$ cat config.mk
export PLATFORM = sky130hd
export DESIGN_NAME = seq_divider_flat
export DESIGN_NICKNAME = d
export VERILOG_FILES = /design/src/rtl/seq_divider_pkg.sv /design/src/rtl/seq_divider_if.sv /design/src/rtl/seq_divider_step.sv /design/src/rtl/seq_divider.sv /design/src/flat_wrapper.sv
export SDC_FILE = /design/constraint.sdc
export NUM_CORES = 1
export LEC_CHECK = 0
export BUFFER_PORTS_ARGS = -buffer_cell sky130_fd_sc_hd__buf_4
export CAP_MARGIN = 40
export CORE_MARGIN = 2
export CORE_UTILIZATION = 57
export CTS_BUF_LIST = sky130_fd_sc_hd__clkbuf_4
export DETAILED_ROUTE_END_ITERATION = 6
export PLACE_DENSITY = 0.79
export SLEW_MARGIN = 25
export SYNTH_ARGS = -nofsm -noshare
export SYNTH_HDL_FRONTEND = slang
export SYNTH_SLANG_ARGS = --single-unit
$ cat constraint.sdc
create_clock -name clk -period 6.85 [get_ports clk]
set_input_delay 0.3425 -clock clk [delete_from_list [all_inputs] [get_ports clk]]
set_output_delay 0.3425 -clock clk [all_outputs]
set_load 0.005 [all_outputs]
$ cat src/rtl/seq_divider_pkg.sv
// -----------------------------------------------------------------------------
// div_pkg: shared types and constants for the sequential divider slice.
//   div_state_t        : controller states IDLE/LOAD/RUN/DONE
//   DIV_DEFAULT_WIDTH  : default operand width
//   clog2()            : ceil(log2(v)) for elaboration-time widths
// Optional feature macro used elsewhere in the slice: SIGNED_DIV_EN.
// -----------------------------------------------------------------------------
package div_pkg;

   typedef enum logic [1:0] {
      IDLE = 2'd0,
      LOAD = 2'd1,
      RUN  = 2'd2,
      DONE = 2'd3
   } div_state_t;

   localparam int unsigned DIV_DEFAULT_WIDTH = 32'd8;

   // Smallest r with 2**r >= v; same result as $clog2 for v >= 1.
   function automatic int unsigned clog2(input int unsigned v);
      int unsigned r;
      r = 32'd0;
      for (int i = 0; i < 32; i++) begin
         if ((32'd1 << i) < v) begin
            r = i + 1;
         end
      end
      return r;
   endfunction

endpackage

$ cat src/rtl/seq_divider_if.sv
// -----------------------------------------------------------------------------
// seq_divider_if: start/busy/done handshake bundle for seq_divider.
//   master drives : start, dividend, divisor (+ signed_op with SIGNED_DIV_EN)
//   slave drives  : busy, done, quotient, remainder, div_by_zero
// Macro SIGNED_DIV_EN adds the signed_op request bit.
// -----------------------------------------------------------------------------
interface seq_divider_if
   import div_pkg::*;
#(
   parameter int WIDTH = DIV_DEFAULT_WIDTH
);
   logic             start;
   logic [WIDTH-1:0] dividend;
   logic [WIDTH-1:0] divisor;
`ifdef SIGNED_DIV_EN
   logic             signed_op;
`endif
   logic             busy;
   logic             done;
   logic [WIDTH-1:0] quotient;
   logic [WIDTH-1:0] remainder;
   logic             div_by_zero;

   modport master (
`ifdef SIGNED_DIV_EN
      output signed_op,
`endif
      output start, dividend, divisor,
      input  busy, done, quotient, remainder, div_by_zero
   );

   modport slave (
`ifdef SIGNED_DIV_EN
      input  signed_op,
`endif
      input  start, dividend, divisor,
      output busy, done, quotient, remainder, div_by_zero
   );
endinterface

$ cat src/rtl/seq_divider_step.sv
// -----------------------------------------------------------------------------
// div_step: one combinational restoring-division iteration.
//   i_a : partial remainder A (WIDTH+1)   o_a : next A
//   i_q : dividend/quotient Q (WIDTH)     o_q : next Q (new quotient bit in LSB)
//   i_m : divisor M (WIDTH)
// -----------------------------------------------------------------------------
module div_step #(
   parameter int WIDTH = 8
) (
   input  logic [WIDTH:0]   i_a,
   input  logic [WIDTH-1:0] i_q,
   input  logic [WIDTH-1:0] i_m,
   output logic [WIDTH:0]   o_a,
   output logic [WIDTH-1:0] o_q
);
   logic [WIDTH+1:0] w_sh;
   logic [WIDTH+1:0] w_diff;
   logic             w_neg;

   // {A,Q} shifted left; one extra bit on top so the borrow of T is explicit.
   assign w_sh   = {i_a, i_q[WIDTH-1]};
   assign w_diff = w_sh - {2'b00, i_m};
   assign w_neg  = w_diff[WIDTH+1];

   // Restore A when T went negative; otherwise keep T and set the quotient bit.
   assign o_a = w_neg ? w_sh[WIDTH:0] : w_diff[WIDTH:0];
   assign o_q = {i_q[WIDTH-2:0], ~w_neg};
endmodule

$ cat src/rtl/seq_divider.sv
// -----------------------------------------------------------------------------
// seq_divider: unsigned restoring divider, one quotient bit per clock.
//   clk   : rising-edge clock
//   rst_n : asynchronous active-low reset (aborts any division in flight)
//   bus   : seq_divider_if.slave (start/operands in; busy/done/results out)
// Latency start edge -> done: WIDTH+2 cycles, or 2 cycles on divide-by-zero.
// Results hold from one done to the next.
// Macro SIGNED_DIV_EN: signed_op selects two's-complement operands; magnitudes
// are taken in LOAD and signs restored in DONE, so latency is unchanged.
// -----------------------------------------------------------------------------
module seq_divider
   import div_pkg::*;
#(
   parameter int WIDTH = DIV_DEFAULT_WIDTH
) (
   input  logic         clk,
   input  logic         rst_n,
   seq_divider_if.slave bus
);
   localparam int CNT_W = clog2(WIDTH + 1);

   localparam logic [1:0] ST_IDLE = IDLE;
   localparam logic [1:0] ST_LOAD = LOAD;
   localparam logic [1:0] ST_RUN  = RUN;
   localparam logic [1:0] ST_DONE = DONE;

   localparam logic [WIDTH-1:0] W_ZERO = {WIDTH{1'b0}};
   localparam logic [CNT_W-1:0] C_ONE  = {{(CNT_W-1){1'b0}}, 1'b1};

   logic [1:0]       r_state;
   logic [1:0]       w_state_nxt;
   logic [CNT_W-1:0] r_cnt;
   logic [WIDTH:0]   r_a;
   logic [WIDTH-1:0] r_q;
   logic [WIDTH-1:0] r_m;
   logic             r_dbz_pend;
   logic             r_busy;
   logic             r_done;
   logic [WIDTH-1:0] r_quot;
   logic [WIDTH-1:0] r_rem;
   logic             r_dbz;
   logic [WIDTH:0]   w_a_nxt;
   logic [WIDTH-1:0] w_q_nxt;
   logic             w_neg_q;
   logic             w_neg_r;

   // Two's-complement negation, used for sign fix-up and magnitudes.
   function automatic logic [WIDTH-1:0] f_neg(input logic [WIDTH-1:0] v);
      return ~v + {{(WIDTH-1){1'b0}}, 1'b1};
   endfunction

`ifdef SIGNED_DIV_EN
   logic r_sgn;
   logic r_neg_q;
   logic r_neg_r;
   assign w_neg_q = r_neg_q;
   assign w_neg_r = r_neg_r;
`else
   assign w_neg_q = 1'b0;
   assign w_neg_r = 1'b0;
`endif

   div_step #(.WIDTH(WIDTH)) u_step (
      .i_a (r_a),
      .i_q (r_q),
      .i_m (r_m),
      .o_a (w_a_nxt),
      .o_q (w_q_nxt)
   );

   // Next-state decode; start is only honoured in IDLE and DONE.
   always_comb begin
      w_state_nxt = r_state;
      case (r_state)
         ST_IDLE: begin
            if (bus.start) w_state_nxt = ST_LOAD;
            else           w_state_nxt = ST_IDLE;
         end
         ST_LOAD: begin
            if (r_m == W_ZERO) w_state_nxt = ST_DONE;
            else               w_state_nxt = ST_RUN;
         end
         ST_RUN: begin
            if (r_cnt == C_ONE) w_state_nxt = ST_DONE;
            else                w_state_nxt = ST_RUN;
         end
         ST_DONE: begin
            if (bus.start) w_state_nxt = ST_LOAD;
            else           w_state_nxt = ST_IDLE;
         end
         default: w_state_nxt = ST_IDLE;
      endcase
   end

   // Datapath, controller state and registered result outputs.
   always_ff @(posedge clk or negedge rst_n) begin
      if (!rst_n) begin
         r_state    <= ST_IDLE;
         r_cnt      <= {CNT_W{1'b0}};
         r_a        <= {(WIDTH+1){1'b0}};
         r_q        <= W_ZERO;
         r_m        <= W_ZERO;
         r_dbz_pend <= 1'b0;
         r_busy     <= 1'b0;
         r_done     <= 1'b0;
         r_quot     <= W_ZERO;
         r_rem      <= W_ZERO;
         r_dbz      <= 1'b0;
`ifdef SIGNED_DIV_EN
         r_sgn      <= 1'b0;
         r_neg_q    <= 1'b0;
         r_neg_r    <= 1'b0;
`endif
      end else begin
         r_state <= w_state_nxt;
         r_busy  <= (w_state_nxt == ST_LOAD) || (w_state_nxt == ST_RUN);
         // done is the registered image of the DONE state: one cycle wide.
         r_done  <= (r_state == ST_DONE);

         case (r_state)
            ST_IDLE, ST_DONE: begin
               if (bus.start) begin
                  r_a <= {(WIDTH+1){1'b0}};
                  r_q <= bus.dividend;
                  r_m <= bus.divisor;
`ifdef SIGNED_DIV_EN
                  r_sgn <= bus.signed_op;
`endif
               end
            end
            ST_LOAD: begin
               r_cnt      <= CNT_W'(WIDTH);
               r_dbz_pend <= (r_m == W_ZERO);
`ifdef SIGNED_DIV_EN
               // Raw dividend is kept on divide-by-zero so the result
               // matches unsigned mode.
               if (r_sgn && (r_m != W_ZERO)) begin
                  r_q     <= r_q[WIDTH-1] ? f_neg(r_q) : r_q;
                  r_m     <= r_m[WIDTH-1] ? f_neg(r_m) : r_m;
                  r_neg_q <= r_q[WIDTH-1] ^ r_m[WIDTH-1];
                  r_neg_r <= r_q[WIDTH-1];
               end else begin
                  r_neg_q <= 1'b0;
                  r_neg_r <= 1'b0;
               end
`endif
            end
            ST_RUN: begin
               r_a   <= w_a_nxt;
               r_q   <= w_q_nxt;
               r_cnt <= r_cnt - C_ONE;
            end
            default: begin
               r_cnt <= r_cnt;
            end
         endcase

         if (r_state == ST_DONE) begin
            if (r_dbz_pend) begin
               r_quot <= {WIDTH{1'b1}};
               r_rem  <= r_q;
               r_dbz  <= 1'b1;
            end else begin
               r_quot <= w_neg_q ? f_neg(r_q) : r_q;
               r_rem  <= w_neg_r ? f_neg(r_a[WIDTH-1:0]) : r_a[WIDTH-1:0];
               r_dbz  <= 1'b0;
            end
         end else begin
            r_quot <= r_quot;
         end
      end
   end

   assign bus.busy        = r_busy;
   assign bus.done        = r_done;
   assign bus.quotient    = r_quot;
   assign bus.remainder   = r_rem;
   assign bus.div_by_zero = r_dbz;
endmodule

$ cat src/flat_wrapper.sv
// flat-port wrapper written by rule: the top's interface ports become plain ports
module seq_divider_flat import div_pkg::*;
#(
   parameter int WIDTH = DIV_DEFAULT_WIDTH
)
  (clk, rst_n, bus_start, bus_dividend, bus_divisor, bus_busy, bus_done, bus_quotient, bus_remainder, bus_div_by_zero);
  seq_divider_if #(.WIDTH(WIDTH)) bus_i ();
  input  logic clk;
  input  logic rst_n;
  input wire logic [$bits(bus_i.start)-1:0] bus_start;
  input wire logic [$bits(bus_i.dividend)-1:0] bus_dividend;
  input wire logic [$bits(bus_i.divisor)-1:0] bus_divisor;
  output wire logic [$bits(bus_i.busy)-1:0] bus_busy;
  output wire logic [$bits(bus_i.done)-1:0] bus_done;
  output wire logic [$bits(bus_i.quotient)-1:0] bus_quotient;
  output wire logic [$bits(bus_i.remainder)-1:0] bus_remainder;
  output wire logic [$bits(bus_i.div_by_zero)-1:0] bus_div_by_zero;
  assign bus_i.start = bus_start;
  assign bus_i.dividend = bus_dividend;
  assign bus_i.divisor = bus_divisor;
  assign bus_busy = bus_i.busy;
  assign bus_done = bus_i.done;
  assign bus_quotient = bus_i.quotient;
  assign bus_remainder = bus_i.remainder;
  assign bus_div_by_zero = bus_i.div_by_zero;
  seq_divider #(.WIDTH(WIDTH)) u_core (.clk(clk), .rst_n(rst_n), .bus(bus_i));
endmodule
* Word level (Yosys, flattened, before mapping)
Index checks and enable logic that the tools add are counted.
** Storage, ports and cells
- Bits in registers :: 51
- Input port bits :: 19
- Output and inout port bits :: 19
- Word-level logic and storage cells :: 42
** Operators by class
- Add/sub/neg operators :: 2
- Equality and inequality tests :: 7
- Mux-type cells :: 13
- Bitwise logic cells :: 1
- Reductions and logical operators :: 8
** Operators by type and width (number)
- 2-to-1 mux 8 bit :: 3
- 2-to-1 mux 9 bit :: 2
- case mux 9 bit (2 select lines) :: 1
- case mux 8 bit (2 select lines) :: 1
- subtractor 10 x 8 -> 10 bit :: 1
- logical NOT 8 bit :: 1
- case mux 4 bit (2 select lines) :: 1
- == test 2 bit (second input constant) :: 3
- case mux 2 bit (3 select lines) :: 1
- == test 2 x 1 -> 1 bit (second input constant) :: 2
- == test 4 x 1 -> 1 bit (second input constant) :: 1
- 2-to-1 mux 1 bit :: 4
- AND reduction 2 bit :: 2
- nonzero test 2 bit :: 2
- subtractor 4 x 1 -> 4 bit (second input constant) :: 1
- logical NOT 2 bit :: 1
- inequality test 2 x 1 -> 1 bit (second input constant) :: 1
- OR reduction 2 bit :: 1
- logical OR 1 bit :: 1
- NOT 1 bit :: 1

* Longest topological paths before layout
Gate-level depths: netlist of the first run.
- Depth in word-level cells :: 5
- Gate-level depth with buffers :: 9
- Mapped depth without buffers :: 9

* Hierarchy
Synthesis of the first run repeated with hierarchy kept, for this count alone.
** Unflattened totals
- Cells, all modules :: 284
- Area total of the unflattened synthesis :: 2816.5 µm²
** By module, submodules not included
- seq_divider :: instances 1, cells an instance 210, area each 2235.9 µm², sequential area each 1276.2 µm²
- div_step :: instances 1, cells an instance 74, area each 580.6 µm², sequential area each 0.0 µm²

* Worst setup path before layout of the first run
No wires, ideal clock.
- Path kind :: flip-flop to flip-flop
- Start :: reg u_core.r_a[5]
- End :: reg u_core.r_a[1]
- Library setup time :: 75 ps
- Data arrival time :: 2074 ps
- Required time :: 6775 ps
- Setup slack :: 4702 ps
- Stages on the path, launching flop included :: 8
- Path buffers :: 0
- Period minus slack after synthesis :: 2148 ps
- Cells stage by stage :: dfrtp_1 ha_1 a21o_1 a221oi_2 a21boi_4 xnor2_4 mux2_4 o21ai_2
** On the way
- Longest elaborated chain between the ends :: 3
** RTL lines
- from (decl) :: RTL line seq_divider.sv:33 : logic [WIDTH:0] r_a;
- from (signal assigned) :: RTL line seq_divider.sv:100 : r_a <= {(WIDTH+1){1'b0}};
- from (signal assigned) :: RTL line seq_divider.sv:123 : r_a <= {(WIDTH+1){1'b0}};
- from (signal assigned) :: RTL line seq_divider.sv:149 : r_a <= w_a_nxt;
- subtractor 10 x 8 -> 10 bit :: RTL line seq_divider_step.sv:22 : assign w_diff = w_sh - {2'b00, i_m};
- 2-to-1 mux 9 bit :: RTL line seq_divider_step.sv:26 : assign o_a = w_neg ? w_sh[WIDTH:0] : w_diff[WIDTH:0];
- case mux 9 bit (2 select lines) :: RTL line seq_divider.sv:120 : case (r_state)
Every way passes these cells.
A chain may end at the register's enable or synchronous reset.

* Worst setup path after layout of the first run
- Start :: reg u_core.r_state[0]
- End :: reg u_core.r_a[8]
** On the way
- Longest elaborated chain between the ends :: 4
- Elaborated cells on any way between the ends :: 8
- Classes of those cells :: 3 x eq/ne; 1 x mux; 4 x reduce/logical
** RTL lines
- from (decl) :: RTL line seq_divider.sv:30 : logic [1:0] r_state;
- from (signal assigned) :: RTL line seq_divider.sv:115 : r_state <= w_state_nxt;
- == test 2 bit or logical NOT 2 bit (tied branches) :: RTL line seq_divider.sv:120
- OR reduction 2 bit (no line)
- inequality test 2 x 1 -> 1 bit (no line) or nonzero test 2 bit (tied branches)
- AND reduction 2 bit (no line)
Parallel ways exist; a longest one is shown, timed or not.

==> impl_metrics.yaml, run 1 <==
status:
  outcome: "complete, no violations"
global_route:
  grt_max_degree: 52
  grt_pass1_wl_um: 8780
  grt_overflow: 0
  antenna_found_initial: 0
  grt_pass1_vias: 1873
  grtUsageTotal_pct: 21.5
yosys:
  yosysWarnings: 0
  synth_top_cell_area_share_pct: 47.5
  syn_area_sq_um: 2690
  synth_compound_area_share_pct: 13.9
  synth-edff-count: 0
  async_reset_ff_share_pct: 100
  ys_ff_latch: 51
  synth_top_family_by_area: "compound AO/OA/AOI/OAI gates"
  syn_inst: 265
  avgSynthCellArea_sq_um: 10.1
  synth-simple-area-share_pct: 11.5
  ys_types: 38
  synthFlopType: "dfrtp_1"
  synthXorXnorAreaFrac_pct: 3.31
  ys_top_cells_by_area: "dfrtp_1, mux2i_1, ha_1, a21oi_1, nor2_1"
  synthAdderAreaFrac_pct: 7.26
  seq_area_frac_synth_pct: 47.5
  yosysTopAreaCell: "dfrtp_1"
  synth_mux_area_share_pct: 12.7
  syn-num-nets: 299
floorplan:
  start_util_pct: 60.5
  die_x_um: 72.7
  die_y_um: 72.7
  num_io_pins: 38
  core_area_sq_um: 4440
  rows: 24
  die-area_sq_um: 5280
critical_path:
  required_ns: 7.17
  crit_buf_inv: 2
  cp_slowest_stage_delay_ns: 0.61
  criticalPathCategory: "reg -> reg"
  crit_path_end_kind: "flip-flop"
  arrival_ns: 2.77
  startpoint_type: "flip-flop"
  cp_slowest_cell: "ha_1"
  cp_max_fo: 24
  crit_family: "simple AND/OR/NAND/NOR gates"
  critical_path.cell_chain: "inv_1 > ha_1 > nor2b_1 > a21oi_1 > buf_4 > nor3_1 > mux2i_1 > or4_1 > nand3_1"
worst_hold_path:
  hp-class: "in -> reg"
detailed_routing:
  vias: 1955
  wl_met1_um: 2300
  wl_um: 5090
  wl_per_cell_um: 14.3
  top_layer: "met4"
  firstDrtPassIters: 4
  viasPerCell: 5.51
  drc: 0
  met3RoutedLength_um: 223
  routed-wl-met2_um: 2500
  ant_nets: 0
  drt_iter0_drc: 179
clock_network:
  cts-root-buf: "clkbuf_4"
  cts_sinks: 51
  cts.reportedPaths.clkPinSlew_ns: 0.15
  cts_made_buffers: 5
  post-cts-setup-buffers: 0
  htreeDepth: 2
  cts_max_path_buffers: 2
  clock_latency_ns: 0.38
  cts_tree: "built"
sta:
  rsz0062_at_grt: "false"
  maxSlewViolCount: 0
  setup_violations: 0
  relSlewSlack_pct: 52.3
  fin_skew_ns: 0.00903
  fin_crit_ns: 2.45
  finalCritPeriodShare_pct: 35.8
  fmax_mhz: 408
  fin_setup_tns_ns: 0
  worst_slew_pin_slew_ns: 0.716
  hold_viol: 0
power_and_ir_drop:
  cellPowerDensity_nw_per_um2: 499
  peakVddDrop_mv: 0.234
  p_leak_uw: 0.00145
run:
  maxCapViolCount: 0
placement:
  dp_hpwl_um: 3830
  gp_congestion: 0.841
  io_buffers: 37
layout:
  final_common_cell: "dfrtp_1"
  layout-drive-gt1-share_pct: 20.5
  n_antenna_cell: 0
  final_cell_mix: "dfrtp_1, buf_4, nor2_1"
  syn2layout_area_growth_pct: 14.6
  layout.nets: 336
  utilization_pct: 69.3
  fill_cells: 358
[layout make-up]
cell class | count | area [sq um] | share of cell area [%]
clock buffer | 5 | 37.5 | 1.22
clock inverter | 3 | 20.0 | 0.650
inverter | 17 | 63.8 | 2.07
multi-input combinational | 187 | 1310 | 42.4
sequential | 51 | 1280 | 41.4
tap | 52 | 65.1 | 2.11
timing repair buffer | 40 | 310 | 10.1
[path summary, 6_finish.rpt]
check / start / end / slack (ns) / depth (start not counted)
min in group asynchronous: rst_n / u_core.bus.remainder[2] / 0.50 / 2
max in group asynchronous: rst_n / u_core.r_state[0] / 5.93 / 2
min reg2reg: u_core.r_cnt[3] / u_core.r_cnt[3] / 0.52 / 1
min: bus_divisor[0] / u_core.r_m[0] / 0.18 / 2
max reg2reg: u_core.r_state[0] / u_core.r_a[8] / 4.40 / 9
max: u_core.r_state[0] / u_core.r_a[8] / 4.40 / 9
[synth_stat cells (3+ instances only)]
| cell type | number |
|---|---|
| nor2_1 | 30 |
| clkbuf_1 | 8 |
| xnor2_1 | 4 |
| xor2_1 | 3 |
| nand2b_1 | 3 |
| dfrtp_1 | 51 |
| nand2_1 | 25 |
| mux2_2 | 9 |
| mux2i_1 | 21 |
| o21a_1 | 3 |
| a21oi_1 | 25 |
| ha_1 | 14 |
| inv_1 | 17 |
| o22ai_1 | 3 |
| o31ai_1 | 3 |
| o21ai_0 | 13 |
| a21o_1 | 3 |
[per-stage QoR]
step | worst slack (ns) | instances | hold WS, ns | instance area (sq um) | total power [uW]
3_3_place_gp | 4.52 | 345 | 0.403 | 3000 | 1370
6_report | 4.40 | 355 | 0.182 | 3080 | 1540
4_1_cts | 4.40 | 355 | 0.177 | 3080 | 1550
3_5_place_dp | 4.45 | 346 | 0.401 | 3010 | 1410
5_1_grt | 4.24 | 355 | 0.174 | 3080 | 1690
2_1_floorplan | 4.70 | 265 | 0.0469 | 2690 | 1160
[registers in the layout (all words and copies together) (netlist names)]
register                flops
u_core.bus.busy             1
u_core.r_m                  8
u_core.bus.quotient         8
u_core.r_state              2
u_core.r_dbz_pend           1
u_core.r_q                  8
u_core.bus.done             1
u_core.r_cnt                4
u_core.bus.div_by_zero      1
u_core.bus.remainder        8
u_core.r_a                  9
[cells by family (layout without fill, tap and decap cells)]
kind of cell / after synthesis / in the layout
adder cells (fa/ha/maj): 15 / 15
AND/OR/NAND/NOR: 71 / 71
AO/OA/AOI/OAI: 61 / 61
XOR/XNOR: 8 / 8
flip-flops: 51 / 51
buffers and inverters: 27 / 65
multiplexers: 32 / 32
[power breakdown]
| part | total [uW] | internal, uW | switching, uW | leakage, uW |
|---|---|---|---|---|
| Clock | 137 | 39.6 | 97.5 | 0.0000288 |
| Combinational | 852 | 414 | 439 | 0.000796 |
| Sequential | 548 | 438 | 111 | 0.000624 |
| Total | 1540 | 891 | 647 | 0.00145 |
[per-layer routing]
layer,GRT usage (%),up-vias
met5,0,-
met4,5.97,0
met3,4.56,6
met2,34.9,47
met1,29.5,914
li1,-,988
[timing repair]
| action | CTS | global route |
|---|---|---|
| endpoints found under the hold margin | 51 | 0 |
| resized for setup | 0 | 0 |
| hold buffers | 1 | 0 |
| endpoints found under the setup margin | 0 | 0 |
No activity file was read; power rests on OpenSTA's default activity.
==> run 2: changes to the inputs <==
--- a/config.mk
+++ b/config.mk
@@ -8,10 +8,10 @@
 export BUFFER_PORTS_ARGS = -buffer_cell sky130_fd_sc_hd__buf_4
 export CAP_MARGIN = 40
 export CORE_MARGIN = 2
-export CORE_UTILIZATION = 57
+export CORE_UTILIZATION = 53
 export CTS_BUF_LIST = sky130_fd_sc_hd__clkbuf_4
 export DETAILED_ROUTE_END_ITERATION = 6
-export PLACE_DENSITY = 0.79
+export PLACE_DENSITY = 0.78
 export SLEW_MARGIN = 25
 export SYNTH_ARGS = -nofsm -noshare
 export SYNTH_HDL_FRONTEND = slang
==> constraint.sdc (replaced) <==
create_clock -name clk -period 2.2 [get_ports clk]
set_input_delay 0.11 -clock clk [delete_from_list [all_inputs] [get_ports clk]]
set_output_delay 0.11 -clock clk [all_outputs]
set_load 0.005 [all_outputs]
==> run 2 against run 1 <==
  * Global-route usage up 1.2 points
  * Final area up 15%
  * Clock power rose to 3.2 times the previous value
  * Die area is 7.1% higher
  * Clock skew decreased by 0.0039 ns
  * Via count rose by 10%
  * Total power increased to 3.7 times the previous value
  * Combinational power increased to 4.1 times the previous value
  * Largest power group unchanged
==> impl_metrics.yaml, run 2 (synthesized netlist as in run 1, its figures left out) <==
critical_path:
  criticalPathCategory: "reg -> reg"
  cp_max_fo: 5
  cp_slowest_cell: "dfrtp_1"
  crit_path_end_kind: "flip-flop"
  critical_path.cell_chain: "inv_2 > ha_4 > a21o_1 > a221oi_2 > a21boi_4 > buf_12 > xnor2_4 > mux2_4 > o21ai_2"
  cp_slowest_stage_delay_ns: 0.42
  arrival_ns: 2.51
  startpoint_type: "flip-flop"
  required_ns: 2.52
  regToRegSetupSlack_ns: 0.01
sta:
  finalCritPeriodShare_pct: 99.5
  worst_slew_pin_slew_ns: 0.705
  relSlewSlack_pct: 53.0
  maxSlewViolCount: 0
  hold_viol: 0
  rsz0062_at_grt: "true"
  setup_violations: 0
  hold_slack_ns: 0.0143
  fin_skew_ns: 0.00510
  fin_crit_ns: 2.19
  fmax_mhz: 457
layout:
  syn2layout_area_growth_pct: 31.3
  n_antenna_cell: 0
  final_common_cell: "buf_4"
  final_cell_mix: "buf_4, dfrtp_1, nor2_1"
  regMostFlops: "u_core.r_a"
  layout-drive-gt1-share_pct: 30.7
  layout.nets: 375
  utilization_pct: 73.3
  largest_reg_flops: 9
global_route:
  grtUsageTotal_pct: 22.8
  grt_max_degree: 52
  antenna_found_initial: 0
  grt_overflow: 0
  grt_pass1_vias: 2149
  grt_pass1_wl_um: 9650
detailed_routing:
  ant_nets: 0
  firstDrtPassIters: 4
  wl_um: 6060
  wl_per_cell_um: 14.8
  vias: 2156
  drt_iter0_drc: 108
  viasPerCell: 5.27
  drc: 0
floorplan:
  num_io_pins: 38
  die_x_um: 75.2
  die-area_sq_um: 5660
  die_y_um: 75.2
  start_util_pct: 55.8
  rows: 25
  core_area_sq_um: 4820
clock_network:
  clock_latency_ns: 0.39
  cts_made_buffers: 5
  cts_max_path_buffers: 2
  cts-root-buf: "clkbuf_4"
  cts_sinks: 51
  cts_tree: "built"
  htreeDepth: 2
  cts.reportedPaths.clkPinSlew_ns: 0.14
placement:
  gp_congestion: 0.822
  io_buffers: 37
  dp_hpwl_um: 4170
worst_hold_path:
  hp-class: "in -> reg"
status:
  outcome: "complete, no violations"
power_and_ir_drop:
  peakVddDrop_mv: 0.823
  p_leak_uw: 0.00166
  cellPowerDensity_nw_per_um2: 1600
run:
  maxCapViolCount: 0
==> run 2: changes by cell type in the layout (fill, tap and decap cells not counted), sizes merged <==
cell         before  now
buf              39   69
dlygate4sd3       1    9
clkbuf            5    6
clkinvlp          1    0
xnor2             5    6
==> run 2: report_power, final <==
group          switching [uW]  internal [uW]
logic                    1690           1830
clock network             303            137
registers                 333           1360
total                    2320           3330
==> run 2: layout make-up <==
type                    count  area, sq um
multi-input cells         188         1420
fillers                   354         1290
flip-flops and latches     51         1280
repair buffers             78          624
well taps                  67         83.8
inverters                  17         63.8
clock buffers               6         45.0
clock inverters             2         12.5
==> run 2: final timing paths <==
path,startpoint,to,cells past startpoint
setup / recovery,u_core.r_m[4],u_core.r_a[1],9
hold / removal,bus_dividend[5],u_core.r_q[5],3
setup reg to reg,u_core.r_m[4],u_core.r_a[1],9
hold reg to reg,u_core.r_cnt[3],u_core.r_cnt[3],1
max in group asynchronous,rst_n,u_core.r_m[5],2
min in group asynchronous,rst_n,u_core.bus.remainder[0],2
==> run 2: stage by stage <==
step	power (uW)	instances	setup WS (ns)	cell area (sq um)	TNS, ns
floorplan	3620	265	0.0518	2690	0
global placement	4550	380	0.0391	3170	0
detailed placement	4670	380	-0.0868	3170	-0.277
CTS	5360	402	0.00332	3420	0
global route	6130	409	-0.0896	3530	-0.444
finish	5650	409	0.0117	3530	0
==> run 2: metal layers <==
layer | GRT usage (%) | vias up | share of wire, %
met4 | 8.38 | 0 | 1.1
met1 | 29.0 | 1024 | 43
met2 | 40.0 | 59 | 51
li1 | - | 1064 | -
met5 | 0 | - | 0
met3 | 2.81 | 9 | 5.1
==> run 2: timing repair <==
| action | in CTS | in global routing |
|---|---|---|
| setup endpoints to repair | 8 | 7 |
| gates resized for setup | 7 | 8 |
| cloned | 1 | 0 |
| pin swaps | 2 | 6 |
| endpoints found under the hold margin | 59 | 0 |
| hold buffers | 9 | 0 |
| setup buffers | 4 | 7 |
==> run 2: critical path: cells and delay by family, from the launching register on <==
family,cells,cell delay [ns]
AOI/OAI and AO/OA,4,0.78
xor gates and xnor gates,1,0.16
muxes,1,0.34
adders and majority gates,1,0.21
DFF,1,0.42
buffers and inverters,2,0.23
